<file path="src/rtl/io_pkg.sv">
// rtl/io_pkg.sv - shared register map, bit positions and defaults for the input port
package io_pkg;

    localparam int DEFAULT_DEBOUNCE_CYCLES = 20000;

    localparam logic [3:0] OFF_SW     = 4'h0;
    localparam logic [3:0] OFF_STATUS = 4'h4;
    localparam logic [3:0] OFF_CTRL   = 4'h8;

    localparam int STATUS_PENDING_BIT = 0;
    localparam int STATUS_ENABLE_BIT  = 1;
    localparam int STATUS_BTN_BIT     = 2;

    localparam int CTRL_CLEAR_BIT  = 0;
    localparam int CTRL_ENABLE_BIT = 1;

endpackage

</file>
<file path="src/rtl/io_debounce.sv">
// rtl/io_debounce.sv - two-flop synchronizer plus stability-counter debouncer for a WIDTH-bit group
module io_debounce #(
    parameter int WIDTH  = 1,
    parameter int CYCLES = 4
) (
    input  logic             clk,
    input  logic             resetn,
    input  logic [WIDTH-1:0] raw,
    output logic [WIDTH-1:0] deb
);

    localparam int CW = $clog2(CYCLES + 1);

    logic [WIDTH-1:0] sync1;
    logic [WIDTH-1:0] sync2;
    logic [WIDTH-1:0] prev;
    logic [CW-1:0]    cnt;
    logic [CW-1:0]    cnt_next;

    // Any bit moving restarts qualification of the whole group.
    always_comb begin
        cnt_next = cnt;
        if (sync2 != prev) begin
            cnt_next = '0;
        end else if (cnt != CW'(CYCLES)) begin
            cnt_next = cnt + 1'b1;
        end
    end

    // Loading on the edge the counter reaches CYCLES gives CYCLES+3 edges raw-to-output.
    always_ff @(posedge clk or negedge resetn) begin
        if (!resetn) begin
            sync1 <= '0;
            sync2 <= '0;
            prev  <= '0;
            cnt   <= '0;
            deb   <= '0;
        end else begin
            sync1 <= raw;
            sync2 <= sync1;
            prev  <= sync2;
            cnt   <= cnt_next;
            if (cnt_next == CW'(CYCLES)) begin
                deb <= sync2;
            end
        end
    end

endmodule

</file>
<file path="src/rtl/io_input_port.sv">
// rtl/io_input_port.sv - debounced switch/button input port with a memory-mapped interrupt window
module io_input_port
    import io_pkg::*;
#(
    parameter int          DEBOUNCE_CYCLES = DEFAULT_DEBOUNCE_CYCLES,
    parameter logic [31:0] BASE_ADDR       = 32'h0000_1000
) (
    input  logic        clk,
    input  logic        resetn,
    input  logic [15:0] sw_raw,
    input  logic        btn_raw,
    input  logic [31:0] addr,
    input  logic        we,
    input  logic [31:0] wdata,
    output logic [31:0] rdata,
    output logic        irq
);

    logic [15:0] sw_deb;
    logic        btn_deb;
    logic        btn_deb_q;
    logic        pending;
    logic        enable;
    logic        in_window;
    logic        ctrl_wr;
    logic        btn_rise;
    logic        unused_wdata;

    io_debounce #(.WIDTH(16), .CYCLES(DEBOUNCE_CYCLES)) u_sw_db (
        .clk    (clk),
        .resetn (resetn),
        .raw    (sw_raw),
        .deb    (sw_deb)
    );

    io_debounce #(.WIDTH(1), .CYCLES(DEBOUNCE_CYCLES)) u_btn_db (
        .clk    (clk),
        .resetn (resetn),
        .raw    (btn_raw),
        .deb    (btn_deb)
    );

    assign in_window    = (addr[31:4] == BASE_ADDR[31:4]);
    assign ctrl_wr      = we && in_window && (addr[3:0] == OFF_CTRL);
    assign btn_rise     = btn_deb && !btn_deb_q;
    assign unused_wdata = ^wdata[31:2];

    // A press edge on the same cycle as a clear keeps the interrupt pending.
    always_ff @(posedge clk or negedge resetn) begin
        if (!resetn) begin
            btn_deb_q <= 1'b0;
            pending   <= 1'b0;
            enable    <= 1'b0;
        end else begin
            btn_deb_q <= btn_deb;
            if (btn_rise) begin
                pending <= 1'b1;
            end else if (ctrl_wr && wdata[CTRL_CLEAR_BIT]) begin
                pending <= 1'b0;
            end
            if (ctrl_wr) begin
                enable <= wdata[CTRL_ENABLE_BIT];
            end
        end
    end

    assign irq = pending & enable;

    always_comb begin
        rdata = '0;
        if (in_window) begin
            case (addr[3:0])
                OFF_SW: rdata[15:0] = sw_deb;
                OFF_STATUS: begin
                    rdata[STATUS_PENDING_BIT] = pending;
                    rdata[STATUS_ENABLE_BIT]  = enable;
                    rdata[STATUS_BTN_BIT]     = btn_deb;
                end
                OFF_CTRL: rdata[CTRL_ENABLE_BIT] = enable;
                default: rdata = '0;
            endcase
        end
    end

endmodule

</file>
<file path="config.mk">
export PLATFORM = sky130hd
export DESIGN_NAME = io_input_port
export DESIGN_NICKNAME = d
export VERILOG_FILES = /design/src/rtl/io_pkg.sv /design/src/rtl/io_debounce.sv /design/src/rtl/io_input_port.sv
export SDC_FILE = /design/constraint.sdc
export NUM_CORES = 1
export LEC_CHECK = 0
export ABC_AREA = 1
export CORE_MARGIN = 4
export CORE_UTILIZATION = 45
export DETAILED_ROUTE_END_ITERATION = 12
export PLACE_DENSITY = 0.78
export REMOVE_ABC_BUFFERS = 1
export SYNTH_ARGS = -nofsm -noshare
export SYNTH_HDL_FRONTEND = slang
export SYNTH_HIERARCHICAL = 1
export SYNTH_SLANG_ARGS = --single-unit
</file>
<file path="constraint.sdc">
create_clock -name clk -period 2.34 [get_ports clk]
set_input_delay 0.468 -clock clk [delete_from_list [all_inputs] [get_ports clk]]
set_output_delay 0.468 -clock clk [all_outputs]
set_load 0.02 [all_outputs]
</file>
# After elaboration in Yosys (flattened, before gate mapping)
# Cells that the tools add are included.
dict set report op_classes {
  add_sub_neg 2
  eq_ne 9
  muxes 11
  bitwise_logic 1
  n_reduce_logical 8
}
# op n
set op_table {}
lappend op_table {{$mux W15} 4}
lappend op_table {{$add A15 B1 Y15 const B} 2}
lappend op_table {{$eq A15 B15 Y1 const B} 2}
lappend op_table {{$ne A15 B15 Y1 const B} 2}
lappend op_table {{$eq A28 B9 Y1 const B} 1}
lappend op_table {{$mux W16} 1}
lappend op_table {{$ne A16 B16 Y1} 1}
lappend op_table {{$mux W13} 1}
lappend op_table {{$pmux W1 S2} 3}
lappend op_table {{$eq A4 B3 Y1 const B} 1}
lappend op_table {{$eq A4 B4 Y1 const B} 1}
lappend op_table {{$logic_and A1 B1 Y1} 4}
lappend op_table {{$logic_not A4 Y1} 1}
lappend op_table {{$mux W1} 2}
lappend op_table {{$reduce_bool A2 Y1} 1}
lappend op_table {{$reduce_or A2 Y1} 1}
lappend op_table {{$and A1 B1 Y1} 1}
lappend op_table {{$logic_not A1 Y1} 1}
lappend op_table {{$ne A1 B1 Y1} 1}
dict set report totals {
  reg_bits 101
  in_bits 84
  out_inout_bits 33
  wordCells 44
}

# Logic depth before layout (Yosys ltp)
# Gate-level depths: netlist of the first run.
dict set report logic_depth {
  word_depth 6
  depth_mapped 16
  depth_no_buf 14
}

# Cells and area by module
# The synthesis of the first run kept the hierarchy.
# module instances cells_per_inst area_per_inst_um2 seq_area_each_um2
set by_module_without_submodules {}
lappend by_module_without_submodules {{io_debounce at u_sw_db} 1 397 3478.3 1976.9}
lappend by_module_without_submodules {{io_debounce at u_btn_db} 1 157 1128.6 475.5}
lappend by_module_without_submodules {io_input_port 1 106 611.8 75.1}

# Worst setup path before layout of the first run
# Ideal clock, no wire load.
dict set report synth_timing {
  path_type {reg2reg}
  start {reg u_sw_db.cnt[0]}
  end {reg u_sw_db.deb[11]}
  setup_time_ns 0.117
  arrival_time_ns 1.855
  t_required_ns 2.223
  slack_ns 0.368
  path_stages_with_launch 14
  n_path_buf 1
  period_less_slack_ns 1.972
  path_cell_list {dfrtp_1 ha_1 nand2_2 nor2_4 nand2_2 nor2_4 nand3_1 nand2_1 nand4_2 nor2_4 nand2_4 buf_6 nand2_1 nand2_1}
}
dict set report synth_via {
  elab_chain_cells 4
  word_cells_on_any_way 5
  classes_between {add/sub (1); eq/ne (2); mux (2)}
}
# element line
set synth_lines {}
lappend synth_lines {{start, declared} io_debounce.sv:17} ;# logic [CW-1:0] cnt;
lappend synth_lines {{start signal, assigned} io_debounce.sv:42} ;# cnt <= cnt_next;
lappend synth_lines {{$add A15 B1 Y15 or $ne A15 B15 Y1 (tied branches)} {io_debounce.sv:26, io_debounce.sv:25}}
lappend synth_lines {{$mux W15 (*)} io_debounce.sv:25} ;# end else if (cnt != CW'(CYCLES)) begin
lappend synth_lines {{$mux W15 (*)} io_debounce.sv:23} ;# if (sync2 != prev) begin
lappend synth_lines {{$eq A15 B15 Y1 (*)} io_debounce.sv:43} ;# if (cnt_next == CW'(CYCLES)) begin
lappend synth_lines {{end signal, assigned} io_debounce.sv:44} ;# deb <= sync2;
lappend synth_lines {{end, declared} io_debounce.sv:9} ;# output logic [WIDTH-1:0] deb
# Mark *: on every way between the ends. The rest lies on a longest branch, timed or not.
# A chain may end at the register's enable or synchronous reset.

# Final worst setup path of the first run
dict set report layout_timing {
  start {in addr[31]}
  end {out rdata[2]}
}
dict set report layout_via {
  elab_chain_cells 2
}
# element line
set layout_lines {}
lappend layout_lines {{start, declared} io_input_port.sv:12} ;# input logic [31:0] addr,
lappend layout_lines {{$eq A28 B9 Y1} io_input_port.sv:43} ;# assign in_window = (addr[31:4] == BASE_ADDR[31:4]);
lappend layout_lines {{$mux W16} io_input_port.sv:71} ;# if (in_window) begin
lappend layout_lines {{end, declared} io_input_port.sv:15} ;# output logic [31:0] rdata,
# Every way passes these cells.

==> impl_summary.log, run 1 <==
INFO  metric synth_common_cells = 188 x sky130_fd_sc_hd__nand2_1, 101 x sky130_fd_sc_hd__dfrtp_1, 93 x sky130_fd_sc_hd__nor2_1
INFO  metric fin_worst_skew = 8.81 ps
INFO  metric grt_antenna_before_repair = 0
INFO  metric finalInstanceArea = 6390 um^2
INFO  metric remaining_drc_errors = 0
INFO  metric setup_slack = -1.18 ps
INFO  metric period_needed = 2340 ps
INFO  metric first_global_vias = 4130
INFO  metric grt_residual_overflow = 0
INFO  metric place.detailed.hpwl = 8280 um
INFO  metric max-cap-violations = 0
INFO  metric final_critical_path_share_of_the_clock_period = 1.00
INFO  metric core-area = 11400 um^2
INFO  metric numClockSinks = 101
INFO  metric synth_area_leader_cell = sky130_fd_sc_hd__dfrtp_1
INFO  metric postSynthRegisterBits = 101
INFO  metric netlist_top_cells_area = sky130_fd_sc_hd__dfrtp_1 48%, sky130_fd_sc_hd__nand2_1 14%, sky130_fd_sc_hd__nor2_1 6.7%, sky130_fd_sc_hd__nand3_1 5.4%, sky130_fd_sc_hd__inv_1 5.3%
INFO  metric cp_data_arrival_time = 1870 ps
INFO  metric hold_ws = 51.6 ps
INFO  metric floorplan.die.height = 116 um
INFO  metric endpoint_kind = output pin
INFO  metric routed_wl = 11200 um
INFO  metric report.power.total = 3.60 mW
INFO  metric tritoncts = yes
INFO  metric synth.most_common_cell = sky130_fd_sc_hd__nand2_1
INFO  metric worst_setup_path_startpoint = addr[31]
INFO  metric maximum_fanout_along_the_worst_path = 8
INFO  metric detailroute.via_count = 4320
INFO  metric synth_cells = 660
INFO  metric fp-row-count = 39
INFO  metric grt_pass1_wl = 18400 um
INFO  metric port_buffers = 70
INFO  metric outcome = finished, violations left
INFO  metric max-clock-path-buffers = 2
INFO  metric cts.reportedPaths.clkPinSlew = 70 ps
INFO  metric timing.final.max_slew_violations = 0
INFO  metric violations = setup timing
INFO  metric global_route.usage.total = 0.170
INFO  metric post_dp_cell_area = 6080 um^2
INFO  metric chip_width = 116 um
INFO  metric yosysWarningCount = 6
INFO  metric place_worst_setup_slack = -427 ps
INFO  metric cellPowerDensity = 563 nW/um^2
INFO  metric ys_types = 34
INFO  metric final_core_utilization = 0.562
INFO  metric setup_viol = 1
INFO  metric routed_via_density = 4.83
INFO  metric report.final.hold_viol_count = 0
INFO  metric worstSetupPathType = input port to output pin
INFO  metric min_path_type = input port to asynchronous set/reset pin
INFO  metric h-tree-depth = 3
INFO  metric floorplan.initialDensity = 0.459
INFO  metric peakVddDrop = 0.000334 V
INFO  metric required = 1870 ps
INFO  metric worst_r2r_startpoint = u_sw_db/cnt[0]
INFO  metric diode_count = 0
INFO  metric drive_above_1_share = 0.128
INFO  metric p_leak = 3.28 nW
INFO  metric syn-mean-instance-area = 7.91 um^2
INFO  metric ctsHoldBuffers = 0
INFO  metric timing.fmax = 427 MHz
INFO  metric numCtsBuffers = 9
INFO  metric worst_r2r_endpoint = u_sw_db/deb[4]
INFO  metric grt_max_degree = 47
INFO  metric worst-r2r-cell-count = 13
INFO  metric drt-initial-drc-count = 213
INFO  metric ys_async_sr_fraction = 1.00
INFO  metric finish.net_count = 835
INFO  metric ctsRootBufferMaster = sky130_fd_sc_hd__clkbuf_16
INFO  metric synthDominantCellAreaShare = 0.484
INFO  metric design.die.area = 13400 um^2
INFO  metric rrSetupSlack = 220 ps
INFO  metric floorplan.io_pins = 117
INFO  metric synthFlopType = sky130_fd_sc_hd__dfrtp_1
INFO  metric yosysSeqAreaShare = 0.484
INFO  metric netlist_area = 5220 um^2
INFO  metric insertion_delay = 350 ps
INFO  metric syn_to_final_growth = 22.4%
INFO  metric routed_wire_length_per_instance = 12.5 um
INFO  metric cp-start-kind = input port
INFO  metric filler_cell_count = 1002
INFO  metric drt_first_pass_iters = 6
INFO  metric number_of_synthesized_flops_with_an_enable_pin = 0
INFO  metric routabilityCongestion = 0.900
INFO  metric count_of_antenna_violating_nets_left_after_detailed_routing = 0
## critical path, cell delays in order
cell and delay (ps):
sky130_fd_sc_hd__clkdlybuf4s50_1 410, sky130_fd_sc_hd__nor2_1 120, sky130_fd_sc_hd__and2_1 150, sky130_fd_sc_hd__nand2_2 60
sky130_fd_sc_hd__nor2_4 200, sky130_fd_sc_hd__clkinv_4 150, sky130_fd_sc_hd__a21oi_2 140, sky130_fd_sc_hd__buf_4 160
## layout make-up
| cell class | count | area (um^2) | share of cell area |
|---|---|---|---|
| Clock buffer | 9 | 225 | 0.0353 |
| Clock inverter | 7 | 65.1 | 0.0102 |
| Inverter | 80 | 305 | 0.0478 |
| Multi-Input combinational cell | 468 | 2240 | 0.351 |
| Sequential cell | 101 | 2530 | 0.396 |
| Tap cell | 143 | 179 | 0.0280 |
| Timing Repair Buffer | 86 | 838 | 0.131 |
| Timing Repair inverter | 1 | 8.76 | 0.00137 |
## cell usage in the layout, fill, tap and decap left out, types with 2 or more instances in the layout
| cell | instances |
|---|---|
| sky130_fd_sc_hd__nand2_1 | 188 |
| sky130_fd_sc_hd__dfrtp_1 | 101 |
| sky130_fd_sc_hd__nor2_1 | 93 |
| sky130_fd_sc_hd__inv_1 | 74 |
| sky130_fd_sc_hd__nand3_1 | 56 |
| sky130_fd_sc_hd__clkdlybuf4s50_1 | 28 |
| sky130_fd_sc_hd__dlymetal6s2s_1 | 25 |
| sky130_fd_sc_hd__buf_4 | 20 |
| sky130_fd_sc_hd__nor2_2 | 17 |
| sky130_fd_sc_hd__nand4_1 | 16 |
| sky130_fd_sc_hd__conb_1 | 16 |
| sky130_fd_sc_hd__a21oi_1 | 13 |
| sky130_fd_sc_hd__nor2_4 | 11 |
| sky130_fd_sc_hd__buf_2 | 11 |
| sky130_fd_sc_hd__clkbuf_16 | 9 |
| sky130_fd_sc_hd__xnor2_1 | 9 |
| sky130_fd_sc_hd__nand2_2 | 8 |
| sky130_fd_sc_hd__o21ai_0 | 8 |
| sky130_fd_sc_hd__xor2_1 | 8 |
| sky130_fd_sc_hd__nor3_1 | 5 |
| sky130_fd_sc_hd__ha_1 | 4 |
| sky130_fd_sc_hd__clkinv_4 | 3 |
| sky130_fd_sc_hd__inv_6 | 3 |
| sky130_fd_sc_hd__clkinv_1 | 3 |
| sky130_fd_sc_hd__a21oi_2 | 2 |
| sky130_fd_sc_hd__inv_8 | 2 |
| sky130_fd_sc_hd__buf_12 | 2 |
| sky130_fd_sc_hd__inv_2 | 2 |
| sky130_fd_sc_hd__and3_1 | 2 |
| sky130_fd_sc_hd__o21a_1 | 2 |
| sky130_fd_sc_hd__o21ai_1 | 2 |
## where the power goes
part / leakage (nW) / internal [mW] / total (mW) / switching (mW)
combinational: 1.85 / 0.137 / 0.295 / 0.158
clock: 0.141 / 0.750 / 1.45 / 0.704
sequential: 1.29 / 1.80 / 1.85 / 0.0499
## what timing repair did
action                                  CTS  global route
pin swaps                                 0            12
endpoints found under the setup margin   16            17
setup buffers                             0             1
cloned                                    0             1
gates resized for setup                  62            38
## how the worst max path moves through the flow
| stage | end | slack [ps] | depth (start not counted) |
|---|---|---|---|
| 2_1_floorplan | u_sw_db/deb[0] | 300 | 12 |
| 3_3_place_gp | rdata[0] | -390 | 10 |
| 3_5_place_dp | rdata[0] | -430 | 10 |
| 4_1_cts | rdata[12] | 0.9 | 10 |
| 5_1_grt | rdata[2] | -40 | 8 |
| 6_report | rdata[2] | -1 | 8 |
## per-layer routing
metal	up-vias	routed length [um]	track usage
li1	2190	-	-
met1	1983	4850	0.219
met2	132	5320	0.288
met3	15	769	0.0272
met4	0	233	0.0712
met5	-	0	0
## through the flow
stage	TNS [ps]	instances
5_1_grt	-323	895
2_1_floorplan	0	649
3_3_place_gp	-5680	877
6_report	-1.18	895
3_5_place_dp	-5900	877
4_1_cts	0	893
## registers in the layout (all words and copies together), names as in the netlist
signal / flops
btn_deb_q: 1
u_sw_db/cnt: 15
u_sw_db/prev: 16
pending: 1
u_btn_db/prev: 1
u_btn_db/sync2: 1
u_sw_db/sync1: 16
enable: 1
u_btn_db/cnt: 15
u_btn_db/deb: 1
u_sw_db/deb: 16
u_btn_db/sync1: 1
u_sw_db/sync2: 16
## kinds of logic after synthesis
logic type | synth area share
AO/OA/AOI/OAI | 0.0300
XOR/XNOR | 0.0285
adder cells (fa/ha/maj) | 0.00959
buffers and inverters | 0.0988
flip-flops | 0.484
other | 0.000719
AND/OR/NAND/NOR | 0.348
No activity file was read; power rests on OpenSTA's default activity.
==> run 2, diff against run 1 <==
--- a/config.mk
+++ b/config.mk
@@ -6,9 +6,9 @@
 export NUM_CORES = 1
 export LEC_CHECK = 0
 export ABC_AREA = 1
-export CORE_MARGIN = 4
 export CORE_UTILIZATION = 45
 export DETAILED_ROUTE_END_ITERATION = 12
+export GPL_ROUTABILITY_DRIVEN = 0
 export PLACE_DENSITY = 0.78
 export REMOVE_ABC_BUFFERS = 1
 export SYNTH_ARGS = -nofsm -noshare
==> run 2 against run 1 <==
Compared with the run above: the flow now finishes without violations; flip-flop and latch count is the same; global-route usage up 1.5 points; combinational power up 1%; critical path depth up 2; design area is 0.92% lower; critical path type unchanged; critical endpoint is now rdata[0]; largest power group unchanged; highest routed layer unchanged.
==> impl_summary.log, run 2 (same netlist as run 1, synthesis figures left out) <==
INFO  metric multi_input_area = 2240 um^2 (about the same)
INFO  metric timing.final.max_slew_violations = 0 (unchanged)
INFO  metric finish.net_count = 831 (was 835)
INFO  metric routed_via_density = 4.83 (about the same)
INFO  metric report.power.total = 3.68 mW (was 3.60 mW)
INFO  metric tritoncts = yes (unchanged)
INFO  metric totalNegativeSetupSlack = 0 ps (was -1.18 ps)
INFO  metric setup_viol = 0 (was 1)
INFO  metric routed_wl = 10300 um (was 11200 um)
INFO  metric fp-row-count = 38 (was 39)
INFO  metric place.detailed.hpwl = 7800 um (was 8280 um)
INFO  metric fin_worst_skew = 6.90 ps (was 8.81 ps)
INFO  metric final_cell_count_no_fill = 888 (was 895)
INFO  metric post_dp_cell_area = 6050 um^2 (was 6080 um^2)
INFO  metric design.die.area = 12000 um^2 (was 13400 um^2)
INFO  metric clkPwrFrac = 0.416 (was 0.404)
INFO  metric max-cap-violations = 0 (unchanged)
INFO  metric worstSetupPathType = input port to output pin (unchanged)
INFO  metric filler_cell_count = 963 (was 1002)
INFO  metric layout.cells.most_common = sky130_fd_sc_hd__nand2_1 (unchanged)
INFO  metric global_route.usage.total = 0.186 (was 0.170)
INFO  metric grt_antenna_before_repair = 0 (unchanged)
INFO  metric grt_max_degree = 102 (was 47)
INFO  metric drt_first_pass_iters = 4 (was 6)
INFO  metric floorplan.io_pins = 117 (unchanged)
INFO  metric port_buffers = 70 (unchanged)
INFO  metric h-tree-depth = 3 (unchanged)
INFO  metric floorplan.die.height = 110 um (was 116 um)
INFO  metric core-area = 11100 um^2 (was 11400 um^2)
INFO  metric cellPowerDensity = 581 nW/um^2 (was 563 nW/um^2)
INFO  metric grt_residual_overflow = 0 (unchanged)
INFO  metric hold_ws = 153 ps (was 51.6 ps)
INFO  metric chip_width = 110 um (was 116 um)
INFO  metric count_of_antenna_violating_nets_left_after_detailed_routing = 0 (unchanged)
INFO  metric crit_slowest_cell = sky130_fd_sc_hd__clkdlybuf4s50_1 (unchanged)
INFO  metric cts.reportedPaths.clkPinSlew = 60 ps (was 70 ps)
INFO  metric syn_to_final_growth = 21.3% (was 22.4%)
INFO  metric max-slew-margin-rel = 0.654
INFO  metric timing.fmax = 445 MHz (was 427 MHz)
INFO  metric report.final.hold_viol_count = 0 (unchanged)
INFO  metric required = 1870 ps (about the same)
INFO  metric grt_pass1_wl = 17400 um (was 18400 um)
INFO  metric seqCellArea = 2530 um^2 (unchanged)
INFO  metric outcome = finished, final reports clean (was finished, violations left)
INFO  metric p_int = 2.86 mW (was 2.68 mW)
INFO  metric routed_wire_length_per_instance = 11.6 um (was 12.5 um)
INFO  metric dp.cells = 871 (was 877)
INFO  metric diode_count = 0 (unchanged)
INFO  metric ctsHoldBuffers = 0 (unchanged)
INFO  metric detailroute.via_count = 4289 (was 4320)
INFO  metric finalInstanceArea = 6330 um^2 (was 6390 um^2)
INFO  metric maximum_fanout_along_the_worst_path = 16 (was 8)
INFO  metric period_needed = 2250 ps (was 2340 ps)
INFO  metric seq_power_share = 0.503 (was 0.514)
INFO  metric sw_frac_of_total = 0.222 (was 0.254)
INFO  metric insertion_delay = 340 ps (was 350 ps)
INFO  metric final_critical_path_share_of_the_clock_period = 0.960 (was 1.00)
INFO  metric first_global_vias = 4044 (was 4130)
INFO  metric drt-initial-drc-count = 368 (was 213)
INFO  metric worstMarginPinSlew = 520 ps
INFO  metric ctsRootBufferMaster = sky130_fd_sc_hd__clkbuf_16 (unchanged)
INFO  metric critical_path_buf_inv_count = 4 (was 3)
INFO  metric rrSetupSlack = 210 ps (was 220 ps)
INFO  metric combinationalPowerShare = 0.081 (was 0.082)
INFO  metric rsz0062_at_grt = yes
INFO  metric floorplan.initialDensity = 0.471 (was 0.459)
INFO  metric drive_above_1_share = 0.124 (was 0.128)
INFO  metric numCtsBuffers = 9 (unchanged)
INFO  metric max-clock-path-buffers = 2 (unchanged)
INFO  metric peakVddDrop = 0.000336 V (was 0.000334 V)
INFO  metric cp-start-kind = input port (unchanged)
INFO  metric cp_cell_sequence = clkdlybuf4s50_1 > inv_1 > nor2_1 > nand2_1 > nor2_1 > nand2_1 > nor2_4 > inv_6 > a21oi_2 > buf_4 (was clkdlybuf4s50_1 > nor2_1 > and2_1 > nand2_2 > nor2_4 > clkinv_4 > a21oi_2 > buf_4)
INFO  metric cp_data_arrival_time = 1780 ps (was 1870 ps)
INFO  metric numClockSinks = 101 (unchanged)
INFO  metric final_cell_mix = 188 x sky130_fd_sc_hd__nand2_1, 101 x sky130_fd_sc_hd__dfrtp_1, 93 x sky130_fd_sc_hd__nor2_1, 74 x sky130_fd_sc_hd__inv_1, 56 x sky130_fd_sc_hd__nand3_1 (unchanged)
INFO  metric min_path_type = input port to asynchronous set/reset pin (unchanged)
INFO  metric endpoint_kind = output pin (unchanged)
INFO  metric switching_power_summed_over_all_nets = 816 uW (was 912 uW)
INFO  metric remaining_drc_errors = 0 (unchanged)
INFO  metric p_leak = 3.05 nW (was 3.28 nW)
INFO  metric critical_path.max_stage_delay = 450 ps (was 410 ps)
INFO  metric cp_top_family = buffers and inverters (unchanged)
==> run 2: path summary, 6_finish.rpt <==
check | start | to | cells after the start
worst max-delay path | addr[12] | rdata[0] | 10
worst min-delay path | resetn | u_btn_db/cnt[13] | 2
worst max register to register | u_sw_db/cnt[0] | u_sw_db/deb[8] | 12
worst min register to register | u_sw_db/sync1[13] | u_sw_db/sync2[13] | 0
max in group asynchronous | resetn | u_sw_db/prev[2] | 2
min in group clk | u_sw_db/sync1[13] | u_sw_db/sync2[13] | 0
==> run 2: power by group through the flow <==
stage | sequential, mW | clock [mW] | combinational [mW]
final | 1.85 | 1.53 | 0.299
after global routing | 1.86 | 1.64 | 0.338
after CTS | 1.85 | 1.58 | 0.302
after detailed placement | 1.88 | 0 | 0.299
after global placement | 1.88 | 0 | 0.286
after floorplan | 1.87 | 0 | 0.136
==> run 2: per-layer routing <==
metal	global-route usage	routed length (um)
met1	0.220	4480
met2	0.335	5120
met3	0.0302	532
met4	0.0743	191
met5	0	0
==> run 2: layout make-up <==
| cell class | instances | area share |
|---|---|---|
| flip-flops and latches | 101 | 0.399 |
| multi-input cells | 468 | 0.354 |
| repair buffers | 83 | 0.120 |
| inverters | 80 | 0.0482 |
| clock buffers | 12 | 0.0421 |
| well taps | 140 | 0.0277 |
| clock inverters | 4 | 0.00830 |
==> run 2: repair_timing <==
item,4_1_cts,5_1_grt
hold endpoints to repair,0,0
setup endpoints to repair,16,32
gates resized for setup,51,25
setup buffers,0,1
pin swaps,0,3
==> run 2: per-stage QoR <==
step | utilization | setup WS (ps)
global placement | 0.546 | -355
finish | 0.571 | 92.8
floorplan | - | 297
detailed placement | 0.546 | -379
CTS | 0.575 | 10.3
global route | 0.571 | -24.6
